`config.mk`:
```
export PLATFORM = sky130hd
export DESIGN_NAME = ldm_stm_sequencer_flat
export DESIGN_NICKNAME = d
export VERILOG_FILES = /design/src/rtl/ldm_stm_sequencer_if.sv /design/src/rtl/ldm_stm_sequencer.sv /design/src/flat_wrapper.sv
export SDC_FILE = /design/constraint.sdc
export NUM_CORES = 1
export LEC_CHECK = 0
export ABC_AREA = 1
export CAP_MARGIN = 5
export CELL_PAD_IN_SITES_DETAIL_PLACEMENT = 2
export CELL_PAD_IN_SITES_GLOBAL_PLACEMENT = 2
export CORE_AREA = 2 2 199 201
export CTS_CLUSTER_DIAMETER = 40
export CTS_CLUSTER_SIZE = 30
export DETAILED_ROUTE_END_ITERATION = 8
export DIE_AREA = 0 0 201 203
export GPL_TIMING_DRIVEN = 0
export PLACE_DENSITY = 0.95
export SYNTH_ARGS = -nofsm -noshare
export SYNTH_HDL_FRONTEND = slang
export SYNTH_SLANG_ARGS = --single-unit
```
`constraint.sdc`:
```
create_clock -name clk -period 9.1 [get_ports clk]
set_clock_uncertainty 0.15 [all_clocks]
set_input_delay 2.73 -clock clk [delete_from_list [all_inputs] [get_ports clk]]
set_output_delay 2.73 -clock clk [all_outputs]
set_load 0.005 [all_outputs]
```
`src/rtl/ldm_stm_sequencer_if.sv`:
```
// Bus bundle for the LDM/STM sequencer: execute-stage request, register-file
// ports, data-memory port and status. The slave modport is the sequencer's
// view; the master modport is the surrounding pipeline's view.
// With LDM_STM_ABORT_EN defined, the bundle also carries mem_abort and aborted.
interface ldm_stm_sequencer_if #(
  parameter int WORD_LEN  = 32,
  parameter int REG_COUNT = 16
);
  localparam int IDX_W = $clog2(REG_COUNT);

  logic                 start;
  logic                 is_load;
  logic [REG_COUNT-1:0] reg_list;
  logic [IDX_W-1:0]     base_reg;
  logic [WORD_LEN-1:0]  base_addr;
  logic                 up;
  logic                 pre;
  logic                 write_back;

  logic [IDX_W-1:0]     rf_read_reg;
  logic [WORD_LEN-1:0]  rf_read_data;
  logic                 rf_write_en;
  logic [IDX_W-1:0]     rf_write_reg;
  logic [WORD_LEN-1:0]  rf_write_data;

  logic                 mem_req;
  logic                 mem_we;
  logic [WORD_LEN-1:0]  mem_addr;
  logic [WORD_LEN-1:0]  mem_wdata;
  logic [WORD_LEN-1:0]  mem_rdata;
  logic                 mem_ready;

  logic                 busy;
  logic                 done;

`ifdef LDM_STM_ABORT_EN
  logic                 mem_abort;
  logic                 aborted;
`endif

  modport slave (
`ifdef LDM_STM_ABORT_EN
    input  mem_abort,
    output aborted,
`endif
    input  start, is_load, reg_list, base_reg, base_addr, up, pre, write_back,
    output rf_read_reg,
    input  rf_read_data,
    output rf_write_en, rf_write_reg, rf_write_data,
    output mem_req, mem_we, mem_addr, mem_wdata,
    input  mem_rdata, mem_ready,
    output busy, done
  );

  modport master (
`ifdef LDM_STM_ABORT_EN
    output mem_abort,
    input  aborted,
`endif
    output start, is_load, reg_list, base_reg, base_addr, up, pre, write_back,
    input  rf_read_reg,
    output rf_read_data,
    input  rf_write_en, rf_write_reg, rf_write_data,
    input  mem_req, mem_we, mem_addr, mem_wdata,
    output mem_rdata, mem_ready,
    input  busy, done
  );
endinterface

```
`src/rtl/ldm_stm_sequencer.sv`:
```
// LDM/STM block-transfer sequencer. Walks reg_list from the lowest set bit
// upward, issuing one memory word per register at ascending addresses, then
// optionally writes the updated base back to the register file.
// Optional feature: define LDM_STM_ABORT_EN to add mem_abort/aborted, which
// terminate a sequence early without writing the aborted beat or the base.
//
//  state | meaning
//  IDLE  | waiting for start; request fields are latched on start
//  XFER  | one memory beat per remaining register; stalls while mem_ready low
//  WB    | single-cycle base register write-back
//  DONE  | one-cycle done pulse, then back to IDLE
module ldm_stm_sequencer #(
  parameter int WORD_LEN  = 32,
  parameter int REG_COUNT = 16
) (
  input  logic                  clk,
  input  logic                  rst,
  ldm_stm_sequencer_if.slave    bus
);
  localparam int IDX_W = $clog2(REG_COUNT);
  localparam int CNT_W = $clog2(REG_COUNT + 1);

  typedef enum logic [1:0] {IDLE, XFER, WB, DONE} state_t;

  state_t               state;
  logic [REG_COUNT-1:0] mask_q;
  logic [IDX_W-1:0]     cur_reg;
  logic [IDX_W-1:0]     base_reg_q;
  logic [WORD_LEN-1:0]  addr_q;
  logic [WORD_LEN-1:0]  final_q;
  logic                 load_q;
  logic                 wb_q;
  logic                 busy_q;
  logic                 done_q;
  logic                 mem_req_q;
  logic                 mem_we_q;
`ifdef LDM_STM_ABORT_EN
  logic                 aborted_q;
`endif

  logic [CNT_W-1:0]     n_start;
  logic [WORD_LEN-1:0]  span;
  logic [WORD_LEN-1:0]  start_addr;
  logic [WORD_LEN-1:0]  final_addr;
  logic                 wb_start;
  logic [REG_COUNT-1:0] mask_clr;
  logic [IDX_W-1:0]     next_idx;
  logic                 beat_ok;

  function automatic logic [IDX_W-1:0] lowest_idx(input logic [REG_COUNT-1:0] m);
    lowest_idx = '0;
    for (int i = REG_COUNT - 1; i >= 0; i--) begin
      if (m[i]) lowest_idx = IDX_W'(i);
    end
  endfunction

  // Request decode: transfer count, lowest address of the block, final base,
  // and whether the base write survives (a loaded base register wins).
  always_comb begin
    n_start    = CNT_W'($countones(bus.reg_list));
    span       = WORD_LEN'(n_start) << 2;
    start_addr = bus.base_addr;
    unique case ({bus.up, bus.pre})
      2'b10:   start_addr = bus.base_addr;
      2'b11:   start_addr = bus.base_addr + WORD_LEN'(4);
      2'b00:   start_addr = bus.base_addr - span + WORD_LEN'(4);
      default: start_addr = bus.base_addr - span;
    endcase
    final_addr = bus.up ? (bus.base_addr + span) : (bus.base_addr - span);
    wb_start   = bus.write_back && !(bus.is_load && bus.reg_list[bus.base_reg]);
    mask_clr   = mask_q & ~(REG_COUNT'(1) << cur_reg);
    next_idx   = lowest_idx(mask_clr);
  end

`ifdef LDM_STM_ABORT_EN
  assign beat_ok = bus.mem_ready & ~bus.mem_abort;
`else
  assign beat_ok = bus.mem_ready;
`endif

  // Sequencer FSM with registered status and memory-request outputs.
  always_ff @(posedge clk or posedge rst) begin
    if (rst) begin
      state      <= IDLE;
      mask_q     <= '0;
      cur_reg    <= '0;
      base_reg_q <= '0;
      addr_q     <= '0;
      final_q    <= '0;
      load_q     <= 1'b0;
      wb_q       <= 1'b0;
      busy_q     <= 1'b0;
      done_q     <= 1'b0;
      mem_req_q  <= 1'b0;
      mem_we_q   <= 1'b0;
`ifdef LDM_STM_ABORT_EN
      aborted_q  <= 1'b0;
`endif
    end else begin
      done_q <= 1'b0;
`ifdef LDM_STM_ABORT_EN
      aborted_q <= 1'b0;
`endif
      case (state)
        IDLE: begin
          if (bus.start) begin
            load_q     <= bus.is_load;
            mask_q     <= bus.reg_list;
            base_reg_q <= bus.base_reg;
            final_q    <= final_addr;
            wb_q       <= wb_start;
            busy_q     <= 1'b1;
            if (n_start != '0) begin
              state     <= XFER;
              mem_req_q <= 1'b1;
              mem_we_q  <= !bus.is_load;
              cur_reg   <= lowest_idx(bus.reg_list);
              addr_q    <= start_addr;
            end else if (wb_start) begin
              state <= WB;
            end else begin
              state  <= DONE;
              done_q <= 1'b1;
            end
          end
        end
        XFER: begin
`ifdef LDM_STM_ABORT_EN
          if (bus.mem_abort) begin
            state     <= DONE;
            done_q    <= 1'b1;
            aborted_q <= 1'b1;
            mem_req_q <= 1'b0;
            mem_we_q  <= 1'b0;
          end else
`endif
          if (bus.mem_ready) begin
            mask_q <= mask_clr;
            addr_q <= addr_q + WORD_LEN'(4);
            if (mask_clr == '0) begin
              mem_req_q <= 1'b0;
              mem_we_q  <= 1'b0;
              if (wb_q) begin
                state <= WB;
              end else begin
                state  <= DONE;
                done_q <= 1'b1;
              end
            end else begin
              cur_reg <= next_idx;
            end
          end
        end
        WB: begin
          state  <= DONE;
          done_q <= 1'b1;
        end
        DONE: begin
          state  <= IDLE;
          busy_q <= 1'b0;
        end
        default: state <= IDLE;
      endcase
    end
  end

  // Register-file write port: load data lands in the same cycle the memory
  // accepts the beat; the base write happens in WB.
  always_comb begin
    bus.rf_write_en   = 1'b0;
    bus.rf_write_reg  = '0;
    bus.rf_write_data = '0;
    if (state == XFER && load_q && beat_ok) begin
      bus.rf_write_en   = 1'b1;
      bus.rf_write_reg  = cur_reg;
      bus.rf_write_data = bus.mem_rdata;
    end else if (state == WB) begin
      bus.rf_write_en   = 1'b1;
      bus.rf_write_reg  = base_reg_q;
      bus.rf_write_data = final_q;
    end
  end

  assign bus.busy        = busy_q;
  assign bus.done        = done_q;
  assign bus.mem_req     = mem_req_q;
  assign bus.mem_we      = mem_we_q;
  assign bus.mem_addr    = addr_q;
  assign bus.rf_read_reg = cur_reg;
  assign bus.mem_wdata   = mem_we_q ? bus.rf_read_data : '0;
`ifdef LDM_STM_ABORT_EN
  assign bus.aborted     = aborted_q;
`endif
endmodule
```
`src/flat_wrapper.sv`:
```
// flat-port wrapper written by rule: the top's interface ports become plain ports
module ldm_stm_sequencer_flat 
#(
  parameter int WORD_LEN  = 32,
  parameter int REG_COUNT = 16
)
  (clk, rst, bus_start, bus_is_load, bus_reg_list, bus_base_reg, bus_base_addr, bus_up, bus_pre, bus_write_back, bus_rf_read_reg, bus_rf_read_data, bus_rf_write_en, bus_rf_write_reg, bus_rf_write_data, bus_mem_req, bus_mem_we, bus_mem_addr, bus_mem_wdata, bus_mem_rdata, bus_mem_ready, bus_busy, bus_done);
  ldm_stm_sequencer_if #(.WORD_LEN(WORD_LEN), .REG_COUNT(REG_COUNT)) bus_i ();
  input  logic clk;
  input  logic rst;
  input wire logic [$bits(bus_i.start)-1:0] bus_start;
  input wire logic [$bits(bus_i.is_load)-1:0] bus_is_load;
  input wire logic [$bits(bus_i.reg_list)-1:0] bus_reg_list;
  input wire logic [$bits(bus_i.base_reg)-1:0] bus_base_reg;
  input wire logic [$bits(bus_i.base_addr)-1:0] bus_base_addr;
  input wire logic [$bits(bus_i.up)-1:0] bus_up;
  input wire logic [$bits(bus_i.pre)-1:0] bus_pre;
  input wire logic [$bits(bus_i.write_back)-1:0] bus_write_back;
  output wire logic [$bits(bus_i.rf_read_reg)-1:0] bus_rf_read_reg;
  input wire logic [$bits(bus_i.rf_read_data)-1:0] bus_rf_read_data;
  output wire logic [$bits(bus_i.rf_write_en)-1:0] bus_rf_write_en;
  output wire logic [$bits(bus_i.rf_write_reg)-1:0] bus_rf_write_reg;
  output wire logic [$bits(bus_i.rf_write_data)-1:0] bus_rf_write_data;
  output wire logic [$bits(bus_i.mem_req)-1:0] bus_mem_req;
  output wire logic [$bits(bus_i.mem_we)-1:0] bus_mem_we;
  output wire logic [$bits(bus_i.mem_addr)-1:0] bus_mem_addr;
  output wire logic [$bits(bus_i.mem_wdata)-1:0] bus_mem_wdata;
  input wire logic [$bits(bus_i.mem_rdata)-1:0] bus_mem_rdata;
  input wire logic [$bits(bus_i.mem_ready)-1:0] bus_mem_ready;
  output wire logic [$bits(bus_i.busy)-1:0] bus_busy;
  output wire logic [$bits(bus_i.done)-1:0] bus_done;
  assign bus_i.start = bus_start;
  assign bus_i.is_load = bus_is_load;
  assign bus_i.reg_list = bus_reg_list;
  assign bus_i.base_reg = bus_base_reg;
  assign bus_i.base_addr = bus_base_addr;
  assign bus_i.up = bus_up;
  assign bus_i.pre = bus_pre;
  assign bus_i.write_back = bus_write_back;
  assign bus_rf_read_reg = bus_i.rf_read_reg;
  assign bus_i.rf_read_data = bus_rf_read_data;
  assign bus_rf_write_en = bus_i.rf_write_en;
  assign bus_rf_write_reg = bus_i.rf_write_reg;
  assign bus_rf_write_data = bus_i.rf_write_data;
  assign bus_mem_req = bus_i.mem_req;
  assign bus_mem_we = bus_i.mem_we;
  assign bus_mem_addr = bus_i.mem_addr;
  assign bus_mem_wdata = bus_i.mem_wdata;
  assign bus_i.mem_rdata = bus_mem_rdata;
  assign bus_i.mem_ready = bus_mem_ready;
  assign bus_busy = bus_i.busy;
  assign bus_done = bus_i.done;
  ldm_stm_sequencer #(.WORD_LEN(WORD_LEN), .REG_COUNT(REG_COUNT)) u_core (.clk(clk), .rst(rst), .bus(bus_i));
endmodule
```
# Word level (Yosys, flattened, before mapping)
# Cells that the tools add are included.
op_classes:
  n_addsub: 20
  n_lt_le_gt_ge: 1
  n_eq_ne: 10
  shifts: 1
  n_mux: 79
  bitwise: 2
  reduce_logical: 19
ops:
  columns: ["cell", "n"]
  rows:
  - ["$mux 32", 7]
  - ["$mux 4", 38]
  - ["$add 32x3->32 const B", 3]
  - ["$pmux 32 s3", 1]
  - ["$pmux 32 s2", 1]
  - ["$add 5x5->5", 7]
  - ["$add 32x7->32", 1]
  - ["$mux 16", 2]
  - ["$pmux 16 s2", 1]
  - ["$sub 32x7->32", 1]
  - ["$mux 1", 18]
  - ["$add 1x1->2", 8]
  - ["$and 16x16->16", 1]
  - ["$logic_not 16->1", 1]
  - ["$not 16->16", 1]
  - ["$shl 1x4->16 const A", 1]
  - ["$reduce_and 5->1", 2]
  - ["$eq 2x2->1 const B", 4]
  - ["$mux 2", 4]
  - ["$pmux 2 s4", 1]
  - ["$pmux 4 s2", 1]
  - ["$ne 2x2->1 const B", 3]
  - ["$pmux 1 s2", 3]
  - ["$reduce_and 3->1", 2]
  - ["other kinds (12)", 20]
word_totals:
  ff_bits: 96
  input_bits: 124
  out_inout_bits: 109
  elab_cells: 144

# Longest topological paths before layout
logic_depth:
  word_depth: 22
  ltp_mapped: 34
  ltp_nobuf: 34

# Worst setup path after synthesis
# Ideal clock, no wire load.
synth_path:
  path_kind: "input -> register"
  from: "input port bus_reg_list[0]"
  to: "register u_core.addr_q[23] (netlist: u_core.bus.mem_addr[23])"
  setup_ps: 73
  t_arrival_ps: 7850
  required_time_ps: 8877
  setup_slack_ps: 1027
  path_stages: 30
  n_path_buf: 1
  path_cell_list: "ha_1 fa_1 inv_1 fa_1 fa_1 fa_1 inv_1 ha_1 fa_1 xnor2_1 inv_1 ha_1 buf_4 nor2_4 nand3_2 nand2_2 nor2_4 nand2_1 nand3_1 nand2_2 nand2_1 nor2_2 inv_2 nor2_4 nand3_2 nand2_1 nand2_1 o21ai_1 nand2_1 a21oi_2"
synth_via:
  elab_chain_len: 10
  elab_cells_between_ends: 13
  cone_classes: "6 x add/sub; 1 x eq/ne; 4 x mux; 2 x reduce/logical"
synth_rtl:
  columns: ["item", "line_no", "rtl"]
  rows:
  - ["start, declared", "flat_wrapper.sv:13", "input wire logic [$bits(bus_i.reg_list)-1:0] bus_reg_list;"]
  - ["$add 1x1->2 (not written as such) *", "ldm_stm_sequencer.sv:60", "n_start = CNT_W'($countones(bus.reg_list));"]
  - ["$add 5x5->5 (not written as such) * (3 in series)", "ldm_stm_sequencer.sv:60", null]
  - ["$sub 32x7->32", "ldm_stm_sequencer.sv:66, ldm_stm_sequencer.sv:67", null]
  - ["$add 32x3->32", "ldm_stm_sequencer.sv:66", "2'b00: start_addr = bus.base_addr - span + WORD_LEN'(4);"]
  - ["$pmux 32 s3", "ldm_stm_sequencer.sv:63", "unique case ({bus.up, bus.pre})"]
  - ["$mux 32", "ldm_stm_sequencer.sv:113", "if (n_start != '0) begin"]
  - ["$mux 32", "ldm_stm_sequencer.sv:106", "if (bus.start) begin"]
  - ["$pmux 32 s2", "ldm_stm_sequencer.sv:104", "case (state)"]
  - ["end signal, assigned", "ldm_stm_sequencer.sv:118", "addr_q <= start_addr;"]
  - ["end signal, assigned", "ldm_stm_sequencer.sv:139", "addr_q <= addr_q + WORD_LEN'(4);"]
  - ["end, declared", "ldm_stm_sequencer.sv:29", "logic [WORD_LEN-1:0] addr_q;"]
# Mark *: on every way between the ends. The rest lies on a longest branch, timed or not. The select of a mux whose other input is x is not followed.
# A chain may end at the register's enable or synchronous reset.

# Worst setup path in the final report
layout_path:
  from: "input port bus_reg_list[10]"
  to: "register u_core.addr_q[17] (netlist: u_core.bus.mem_addr[17])"
# Same word-level chain as after synthesis.

==> results.toml <==
[layout]
area_delta_synth_final_pct = 31.0
final_cell_mix = "465 x nand2_1, 234 x inv_1, 204 x clkdlybuf4s50_1"
fin_util_pct = 37.9
mostFrequentLayoutCell = "nand2_1"
drive_gt1_share_pct = 10.1
post-route-cell-area_um2 = 14600
final_nets = 2261

[placement]
dpl_worst_slack_ns = -0.812
gp_congestion = 0.978
io_buffers = 216
hpwl_mm = 51.6
place_area_um2 = 14000

[yosys]
yosys.cell_types.count = 57
synth_edf_count = 0
synth_async_sr_flop_share_pct = 100
syn_avg_cell_area_um2 = 6.01
yosysTopAreaCellShare_pct = 21.6
synth_warnings = 0
ys_seq_area_share_pct = 21.6
syn_nets = 2023
synth_top_area_cell = "dfrtp_1"
syn_area_um2 = 11100
ys_seq_elements = 96
syn_inst = 1851
synth_ff_type = "dfrtp_1"
synthTopCellsByArea = "dfrtp_1 22%, nand2_1 16%, inv_1 8.0%, a21oi_1 6.7%, o21ai_0 6.5%"

[sta]
setup_viol = 0
hold_viol_final = 0
maxSlewHeadroom_pct = 27.7
layout_setup_ws_ns = 0.0877
period_share_pct = 99.0
maxSlewViolCount = 0
fin_crit_ns = 9.01
holdWs_ns = 0.347
max_freq_mhz = 111
worstMarginPinSlew_ns = 1.08

[detailed_routing]
dr_total_vias = 14800
wirelength_mm = 66.1
postRouteAntennaNets = 0
drc = 0
drt_first_pass_iters = 5
drt_iter0_markers = 985
viasPerCell = 5.67
wl_per_cell_um = 25.3

[clock_network]
cts_hold_buf = 0
htree_levels = 3
clk_path_buf_depth = 2
cts_tree = "yes"
cts_sinks = 96
numCtsBuffers = 9
clk_latency_ns = 0.39
cts_root_buf = "clkbuf_16"
clk_pin_slew_ns = 0.09

[grt]
grt_max_degree = 61
grt_pass1_vias = 16200
grt_pass1_wl_mm = 98.0
antenna_found_initial = 1
grt-ovfl-total = 0
grt.total_usage_pct = 31.2

[floorplan]
coreArea_um2 = 38500
num_io_pins = 233
dieArea_um2 = 40800
die_y_um = 203
die_w_um = 201
rows = 72
initial_utilization_pct = 28.9

[critical_path]
slowest_delay_ns = 0.58
start_kind = "input pin"
critPathCaptureType = "register"
crit_arrival_ns = 9.15
critPathMostFrequentCell = "inv_1"
crit_fanout = 8
critPathRequiredTime_ns = 9.24
worstSetupPathType = "input pin to register"
slowest_stage = "fa_1"

[pwr]
max-vdd-ir-drop_mv = 0.177
power.density_nw_per_um2 = 316
fin_total_pwr_mw = 4.61
p_leak_nw = 6.69

[run]
drv_cap = 0

[status]
status = "finished, final reports clean"

[worst_hold_path]
min_path_type = "register to register"
worst max-delay path: cells and delay by family:
kind / cells / cell delay, ns
AOI/OAI and AO/OA: 1 / 0.26
buffers and inverters: 8 / 0.94
and+or+nand+nor: 14 / 1.86
adders and majority gates: 8 / 3.15
xor gates and xnor gates: 1 / 0.19
through the flow:
step	instances	setup TNS, ns
final	2613	0
after global routing	2612	-0.430
after CTS	2608	0
after detailed placement	2586	-19.56
after global placement	2585	-8.76
after floorplan	1851	0
metal layers:
metal / GRT usage, % / part of all wire (%)
met5: 0 / 0
met4: 15.1 / 5.4
met3: 4.24 / 5.8
met2: 55.1 / 49
met1: 37.3 / 40
path summary, 6_finish.rpt:
| check | start | endpoint | slack (ns) | cells past startpoint |
|---|---|---|---|---|
| max in group asynchronous | rst | u_core.bus.mem_addr[29]$_DFFE_PP0P_ | 5.43 | 3 |
| max reg2reg | u_core.bus.mem_addr[2]$_DFFE_PP0P_ | u_core.bus.mem_addr[30]$_DFFE_PP0P_ | 5.89 | 15 |
| min reg2reg | u_core.mask_q[7]$_DFFE_PP0P_ | u_core.mask_q[7]$_DFFE_PP0P_ | 0.35 | 1 |
| min | u_core.mask_q[7]$_DFFE_PP0P_ | u_core.mask_q[7]$_DFFE_PP0P_ | 0.35 | 1 |
| max | bus_reg_list[10] | u_core.bus.mem_addr[17]$_DFFE_PP0P_ | 0.09 | 32 |
| min in group asynchronous | rst | u_core.final_q[1]$_DFFE_PP0P_ | 2.60 | 2 |
kinds of logic (layout without fill, tap and decap cells):
group	Yosys count	in the layout	synth area share, %
AND/OR/NAND/NOR	966	966	39.3
AO/OA/AOI/OAI	382	382	19.1
other	0	1	0
flip-flops	96	96	21.6
adder cells (fa/ha/maj)	48	48	6.27
buffers and inverters	340	583	12.2
XOR/XNOR	19	19	1.50
synth_stat cells (22+ instances only):
| library cell | count |
|---|---|
| nand2_1 | 481 |
| inv_1 | 236 |
| nor2_1 | 191 |
| a21oi_1 | 148 |
| o21ai_0 | 144 |
| nand3_1 | 135 |
| dfrtp_1 | 96 |
| clkbuf_1 | 59 |
| ha_1 | 35 |
| nand4_1 | 29 |
| nor2_2 | 28 |
| nor3_1 | 22 |
layout make-up:
type	instances	area, µm²
antenna	1	2.50
tap	518	648
timing repair buffer	227	2250
clock buffer	10	239
sequential	96	2400
buffer	87	405
inverter	253	965
clock inverter	6	55.1
fill	4674	23900
multi-input combinational	1415	7620
power by group:
part	switching [mW]	internal, mW
logic	2.13	1.19
registers	0.230	0.646
clock network	0.223	0.198
what timing repair did:
item	in CTS	in global routing
endpoints found under the setup margin	30	31
pin swaps	5	18
setup buffers	6	4
gates resized for setup	30	58
Power figures use the tool's default switching activity.
